File: src/rtl/serial_frame_receiver_if.sv
`default_nettype none
// ============================================================================
//  Module      : serial_frame_receiver_if
//  Description : Bundle of the serial line and the parallel valid/ready port
//                of serial_frame_receiver. The master drives the line and
//                out_ready; the slave (the receiver) drives everything else.
//  Revision    : 1.0  initial release
// ============================================================================
interface serial_frame_receiver_if #(
   parameter int WIDTH = 4
);
   logic             serial_in;
   logic             out_ready;
   logic [WIDTH-1:0] parallel_out;
   logic             out_valid;
   logic             busy;
   logic             frame_error;
   logic             parity_error;
   logic             overrun;

   modport master (
      output serial_in, out_ready,
      input  parallel_out, out_valid, busy, frame_error, parity_error, overrun
   );

   modport slave (
      input  serial_in, out_ready,
      output parallel_out, out_valid, busy, frame_error, parity_error, overrun
   );
endinterface
`default_nettype wire

File: src/rtl/serial_frame_receiver.sv
`default_nettype none
// ============================================================================
//  Module      : serial_frame_receiver
//  Description : One-bit-per-clock framed serial receiver (start 0, WIDTH data
//                bits, optional even parity, stop 1) with a valid/ready word
//                output and one-cycle error/overrun pulses.
//                Optional feature macro: PARITY_EN (adds the parity bit).
//  Revision    : 1.0  initial release
// ============================================================================
module serial_frame_receiver #(
   parameter int WIDTH     = 4,
   parameter bit MSB_FIRST = 1'b0
) (
   input wire clk,
   input wire reset,
   serial_frame_receiver_if.slave bus
);
   localparam int CNT_W = (WIDTH > 2) ? $clog2(WIDTH) : 1;

   typedef enum logic [2:0] {
      ST_IDLE   = 3'd0,
      ST_DATA   = 3'd1,
`ifdef PARITY_EN
      ST_PARITY = 3'd2,
`endif
      ST_STOP   = 3'd3,
      ST_RESYNC = 3'd4
   } state_t;

   state_t           state_q, state_d;
   logic [CNT_W-1:0] cnt_q, cnt_d;
   logic [WIDTH-1:0] shift_q, shift_d;
   logic [WIDTH-1:0] data_q, data_d;
   logic             valid_q, valid_d;
   logic             ferr_q, ferr_d;
   logic             ovr_q, ovr_d;
   logic [WIDTH-1:0] w_shift_next;
   logic             w_par_bad;

`ifdef PARITY_EN
   logic             par_bad_q, par_bad_d;
   logic             perr_q, perr_d;
   assign w_par_bad = par_bad_q;
`else
   assign w_par_bad = 1'b0;
`endif

   // Bit order of the deserializer: the first data bit ends up at bit 0
   // (LSB-first) or at bit WIDTH-1 (MSB-first) after WIDTH shifts.
   generate
      if (MSB_FIRST) begin : g_msb_first
         assign w_shift_next = {shift_q[WIDTH-2:0], bus.serial_in};
      end else begin : g_lsb_first
         assign w_shift_next = {bus.serial_in, shift_q[WIDTH-1:1]};
      end
   endgenerate

   // State and datapath registers; reset discards any partial frame.
   always_ff @(posedge clk or negedge reset) begin
      if (!reset) begin
         state_q   <= ST_IDLE;
         cnt_q     <= '0;
         shift_q   <= '0;
         data_q    <= '0;
         valid_q   <= 1'b0;
         ferr_q    <= 1'b0;
         ovr_q     <= 1'b0;
`ifdef PARITY_EN
         par_bad_q <= 1'b0;
         perr_q    <= 1'b0;
`endif
      end else begin
         state_q   <= state_d;
         cnt_q     <= cnt_d;
         shift_q   <= shift_d;
         data_q    <= data_d;
         valid_q   <= valid_d;
         ferr_q    <= ferr_d;
         ovr_q     <= ovr_d;
`ifdef PARITY_EN
         par_bad_q <= par_bad_d;
         perr_q    <= perr_d;
`endif
      end
   end

   // Frame sequencing, stop-bit verdict and output handshake.
   always_comb begin
      state_d   = state_q;
      cnt_d     = cnt_q;
      shift_d   = shift_q;
      data_d    = data_q;
      valid_d   = valid_q & ~bus.out_ready;   // a pending word is consumed on ready
      ferr_d    = 1'b0;
      ovr_d     = 1'b0;
`ifdef PARITY_EN
      par_bad_d = par_bad_q;
      perr_d    = 1'b0;
`endif
      case (state_q)
         ST_IDLE: begin
            if (!bus.serial_in) begin
               state_d = ST_DATA;
               cnt_d   = '0;
`ifdef PARITY_EN
               par_bad_d = 1'b0;
`endif
            end
         end
         ST_DATA: begin
            shift_d = w_shift_next;
            cnt_d   = cnt_q + 1'b1;
            if (cnt_q == CNT_W'(WIDTH - 1)) begin
`ifdef PARITY_EN
               state_d = ST_PARITY;
`else
               state_d = ST_STOP;
`endif
            end
         end
`ifdef PARITY_EN
         ST_PARITY: begin
            // Even parity: data bits plus parity bit must XOR to zero.
            par_bad_d = bus.serial_in ^ (^shift_q);
            state_d   = ST_STOP;
         end
`endif
         ST_STOP: begin
            if (bus.serial_in) begin
               state_d = ST_IDLE;
               if (w_par_bad) begin
`ifdef PARITY_EN
                  perr_d = 1'b1;
`endif
               end else if (!valid_q || bus.out_ready) begin
                  data_d  = shift_q;
                  valid_d = 1'b1;
               end else begin
                  ovr_d = 1'b1;
               end
            end else begin
               // Stop bit low: hold off until the line returns high so a
               // stuck-low line is not taken as a train of start bits.
               state_d = ST_RESYNC;
               ferr_d  = 1'b1;
`ifdef PARITY_EN
               perr_d  = w_par_bad;
`endif
            end
         end
         ST_RESYNC: begin
            if (bus.serial_in) begin
               state_d = ST_IDLE;
            end
         end
         default: state_d = ST_IDLE;
      endcase
   end

   assign bus.parallel_out = data_q;
   assign bus.out_valid    = valid_q;
   assign bus.busy         = (state_q != ST_IDLE);
   assign bus.frame_error  = ferr_q;
   assign bus.overrun      = ovr_q;
`ifdef PARITY_EN
   assign bus.parity_error = perr_q;
`else
   assign bus.parity_error = 1'b0;
`endif

endmodule
`default_nettype wire
File: src/flat_wrapper.sv
// flat-port wrapper written by rule: the top's interface ports become plain ports
module serial_frame_receiver_flat 
#(
   parameter int WIDTH     = 4,
   parameter bit MSB_FIRST = 1'b0
)
  (clk, reset, bus_serial_in, bus_out_ready, bus_parallel_out, bus_out_valid, bus_busy, bus_frame_error, bus_parity_error, bus_overrun);
  serial_frame_receiver_if #(.WIDTH(WIDTH)) bus_i ();
  input wire clk;
  input wire reset;
  input wire logic [$bits(bus_i.serial_in)-1:0] bus_serial_in;
  input wire logic [$bits(bus_i.out_ready)-1:0] bus_out_ready;
  output wire logic [$bits(bus_i.parallel_out)-1:0] bus_parallel_out;
  output wire logic [$bits(bus_i.out_valid)-1:0] bus_out_valid;
  output wire logic [$bits(bus_i.busy)-1:0] bus_busy;
  output wire logic [$bits(bus_i.frame_error)-1:0] bus_frame_error;
  output wire logic [$bits(bus_i.parity_error)-1:0] bus_parity_error;
  output wire logic [$bits(bus_i.overrun)-1:0] bus_overrun;
  assign bus_i.serial_in = bus_serial_in;
  assign bus_i.out_ready = bus_out_ready;
  assign bus_parallel_out = bus_i.parallel_out;
  assign bus_out_valid = bus_i.out_valid;
  assign bus_busy = bus_i.busy;
  assign bus_frame_error = bus_i.frame_error;
  assign bus_parity_error = bus_i.parity_error;
  assign bus_overrun = bus_i.overrun;
  serial_frame_receiver #(.WIDTH(WIDTH), .MSB_FIRST(MSB_FIRST)) u_core (.clk(clk), .reset(reset), .bus(bus_i));
endmodule
File: config.mk
export PLATFORM = sky130hd
export DESIGN_NAME = serial_frame_receiver_flat
export DESIGN_NICKNAME = d
export VERILOG_FILES = /design/src/rtl/serial_frame_receiver_if.sv /design/src/rtl/serial_frame_receiver.sv /design/src/flat_wrapper.sv
export SDC_FILE = /design/constraint.sdc
export NUM_CORES = 1
export LEC_CHECK = 0
export ABC_AREA = 1
export BUFFER_PORTS_ARGS = -buffer_cell sky130_fd_sc_hd__buf_2
export CORE_MARGIN = 5
export CORE_UTILIZATION = 50
export CTS_BUF_LIST = sky130_fd_sc_hd__clkbuf_8
export CTS_CLUSTER_SIZE = 30
export DETAILED_ROUTE_END_ITERATION = 12
export PLACE_DENSITY = 0.78
export SKIP_LAST_GASP = 1
export SYNTH_ARGS = -nofsm -noshare
export SYNTH_HDL_FRONTEND = slang
export SYNTH_SLANG_ARGS = --single-unit
export TNS_END_PERCENT = 30
File: constraint.sdc
create_clock -name clk -period 2.76 [get_ports clk]
set_input_delay 0.828 -clock clk [delete_from_list [all_inputs] [get_ports clk]]
set_output_delay 0.828 -clock clk [all_outputs]
set_load 0.1 [all_outputs]
# After elaboration in Yosys (flattened, before gate mapping)
# Cells that the tools add are included.
# totals
reg_bits	16
inputBits	4
out_inout_bits	9
word_cells	40
# op_classes
addsub	1
n_eq_ne	7
n_mux	15
bitwise_logic	2
n_reduce_logical	8
# ops
cell	n
3-bit two-way mux	4
3-bit one-hot mux with 4 select lines	1
1-bit two-way mux	8
3-bit AND reduction	2
2-bit != test (second input constant)	2
2-bit one-hot mux with 2 select lines	1
3-bit by 1-bit equality test with 1-bit output (second input constant)	1
3-bit by 2-bit equality test with 1-bit output (second input constant)	1
3-bit equality test (second input constant)	1
3-bit logical NOT	1
3-bit nonzero test	1
2-bit by 1-bit adder with 2-bit output (second input constant)	1
2-bit equality test (second input constant)	1
2-bit two-way mux	1
2-bit by 1-bit != test with 1-bit output (second input constant)	1
2-bit AND reduction	1
2-bit nonzero test	1
1-bit AND	1
1-bit logical NOT	1
1-bit logical OR	1
1-bit inverter	1

# Logic depth before layout (Yosys ltp)
# depth
ltp_word	5
ltp_mapped	6
mapped_depth_nobuf	5

# Worst setup path after synthesis
# Ideal clock, no wire load.
# synth_timing
path_kind	reg2out
from	register u_core.state_q[1]
to	output port bus_busy
arrival_ns	1.135
required_ns	1.932
path_slack_ns	0.797
stages_incl_launch_ff	3
path_buffers	0
path_cell_list	dfrtp_1 > nor2_4 > nand2_1
# synth_via
elab_chain_len	1
# synth_lines
element	line_no	text
from (decl)	serial_frame_receiver.sv:30	state_t state_q, state_d;
from (signal assigned)	serial_frame_receiver.sv:73	state_q <= state_d;
3-bit nonzero test	serial_frame_receiver.sv:162	assign bus.busy = (state_q != ST_IDLE);
to (decl)	flat_wrapper.sv:15	output wire logic [$bits(bus_i.busy)-1:0] bus_busy;
# Every way passes these cells.

# Worst setup path after layout
# layout_timing
from	register u_core.state_q[0]
to	output port bus_busy
# The elaborated chain is that of the path after synthesis.

==> metrics list <==
- The flow ran to the end, and the final reports show no timing, DRC or antenna violations.
- After detailed routing, the average wire length per cell comes to 11.10 um.
- CTS placed an instance of sky130_fd_sc_hd__clkbuf_8 at the clock tree root.
- Gr usage total: 12.89%
- STA puts the critical path data required time at 1.93 ns.
* Area of the multi-input gates: 232.7 um^2
* Post-route DRC violation count: 0
* Worst-Skew Late Latency: 0.24 ns
- Setup repair after global routing left no endpoint under its margin.
* Global-route wire length before repair: 1980 um
- Detailed routing inserted a total of 488 vias.
- Layout fillers: 119
- The mapped netlist covers 685.7 um^2.
- In the final layout, flip-flops and latches occupy 400.4 um^2.
* Num Clock Sinks: 16
* Max-cap violations: 0
- Maximum level of the CTS H-tree: 1
- The initial utilization of the core area, before any placement, comes to 52.69%.
- Initial antenna violation count: 0
- During synthesis, Yosys emitted a total of 0 warnings.
- NumNets Final: 93
* Placed wire-length estimate: 882.4 um
- The worst path needs 2.157 ns of the cycle, external delays included.
- Startpoint type of the worst setup path: flip-flop
* Global-route track usage on met1: 15.46%
- Number of instances in the synthesized netlist: 74
- Arrival time worst endpoint: 1.33 ns
* Clock buffer depth: 2
- Global routing used 21.95% of the available met2 tracks.
- TritonCTS built the clock tree.
- In this run the count of I/O pins placed on the die edge is 13.
* Core occupancy in the finished layout: 60.10%
* CTS buffer count: 3
- Mapped Nets: 79
- Final cycle utilization of the critical path: 78.14%
- The path class of the tightest hold or removal check is flip-flop to flip-flop.
- Buffers added to address setup during post-CTS repair amount to 0.
* Largest net degree at the start of global routing: 17
- Hold Vio Cnt, Final: 0
* Detailed router's first-iteration violation count: 12
- The count of nets left with antenna violations once routing finished came out at 0.
- Peak fanout along the critical path: 9
- Global Route met3 Usage: 3.448%
- Setup violations remaining at the end of the flow were counted as 0.
* Final hold slack: 0.4606 ns
- Maximum frequency from static timing analysis: 463.7 MHz
* Final Max Tran Viols: 0
* Post-layout instance area: 782.0 um^2
- After detailed routing, the total wire length is 1121 um.
- GR peak layer: met2
- Leaving out fill and tap cells, the most frequent cell in the layout is sky130_fd_sc_hd__nand2_1.
* Commonest cells after routing, fill and taps aside: sky130_fd_sc_hd__nand2_1, sky130_fd_sc_hd__dfrtp_1, sky130_fd_sc_hd__buf_2
- Fraction of final layout cells with drive strength greater than 1: 27.91%
- Setup total negative slack on the finished layout was measured at 0 ns.
- The clock arrives with 0.003500 ns of skew.
- At the end of routability-driven placement, the weighted congestion stood at 0.7887.
- The die covers 2212 um^2.
- After detailed placement, the total cell area comes to 740.7 um^2.
- Pre-Repair DR Iteration Count: 4
- Antenna Diode Count: 0
* Worst setup EP type: primary output
- The number of gates resized after CTS was 0.
- Core box area: 1301 um^2
- After detailed routing, the number of vias per cell comes to 4.832.
* Number of buffers added on ports: 11
- DIE HEIGHT: 47.03 um
- Post-synthesis sequential area ratio: 58.39%
- Syn_area_per_cell: 9.266 um^2
* Number of unique standard cell types used by synthesis: 16
- The total overflow left after global routing is 0.
- Measured along the x axis, the die boundary spans 47.03 um.
* Clk slew on worst S/H paths: 0.06 ns
* FP Rows: 13
* Setup Crit Path Kind: flip-flop to primary output
- Number of storage elements in the synthesis netlist: 16
- Number of buffers inserted by hold repair at cts: 0
* Area overhead of the layout relative to synthesis: 14.05%
- The via count of the first global-routing pass came to 461.
==> routing by layer <==
metal | up-vias | wire length (um)
met5 | - | 0
met4 | 0 | 10
met3 | 2 | 60
met2 | 11 | 568
met1 | 221 | 481
li1 | 254 | -
==> worst max-delay path: stages, from the launching register on <==
cell and delay (ns):
sky130_fd_sc_hd__dfrtp_1 0.50, sky130_fd_sc_hd__inv_1 0.09, sky130_fd_sc_hd__nand2_1 0.07, sky130_fd_sc_hd__buf_2 0.41
==> cell type report <==
cell class / instances / area share (%)
multi-input cells: 47 / 29.76
flip-flops and latches: 16 / 51.20
repair buffers: 11 / 7.040
well taps: 15 / 2.400
clock buffers: 3 / 5.280
inverters: 9 / 4.320
==> per-stage QoR <==
stage	setup WS, ns	instances
after global routing	0.5316	101
after floorplan	0.7965	74
after detailed placement	0.8776	98
after CTS	0.6100	101
after global placement	0.9020	98
final	0.6033	101
==> path summary, 6_finish.rpt <==
check | start | endpoint | slack (ns) | depth (start not counted)
setup / recovery | u_core.state_q[0] | bus_busy | 0.60 | 3
hold / removal | u_core.bus.parallel_out[0] | u_core.bus.parallel_out[0] | 0.46 | 2
setup reg to reg | u_core.state_q[0] | u_core.bus.parallel_out[1] | 1.70 | 5
hold reg to reg | u_core.bus.parallel_out[0] | u_core.bus.parallel_out[0] | 0.46 | 2
max in group asynchronous | reset | u_core.bus.parallel_out[0] | 2.03 | 1
min in group asynchronous | reset | u_core.state_q[2] | 0.48 | 1
==> logic make-up (layout without fill, tap and decap cells) <==
group,Yosys count,count (layout),share of synthesized area (%)
DFF,16,16,58.39
AOI/OAI and AO/OA,4,4,2.918
adders and majority gates,1,1,1.825
buffers and inverters,11,23,7.664
other,1,1,0.5469
and+or+nand+nor,41,41,28.65
==> synthesized netlist by cell type, drive strengths merged <==
cell type | number | area, um^2
nand2 | 25 | 101.4
dfrtp | 16 | 400.4
nand3 | 10 | 55.05
inv | 9 | 33.78
nor2 | 5 | 33.78
o21ai | 3 | 15.01
buf | 2 | 18.77
a21oi | 1 | 5.000
conb | 1 | 3.750
ha | 1 | 12.51
nand4 | 1 | 6.260
==> flip-flops by register name (all words and copies together), names as in the netlist <==
signal,flops
u_core.shift_q,4
u_core.cnt_q,2
u_core.bus.overrun,1
u_core.bus.out_valid,1
u_core.state_q,3
u_core.bus.parallel_out,4
u_core.bus.frame_error,1
Power is not shown: default switching activity piles up to over one toggle a cycle in this logic, so the estimate is an artifact.
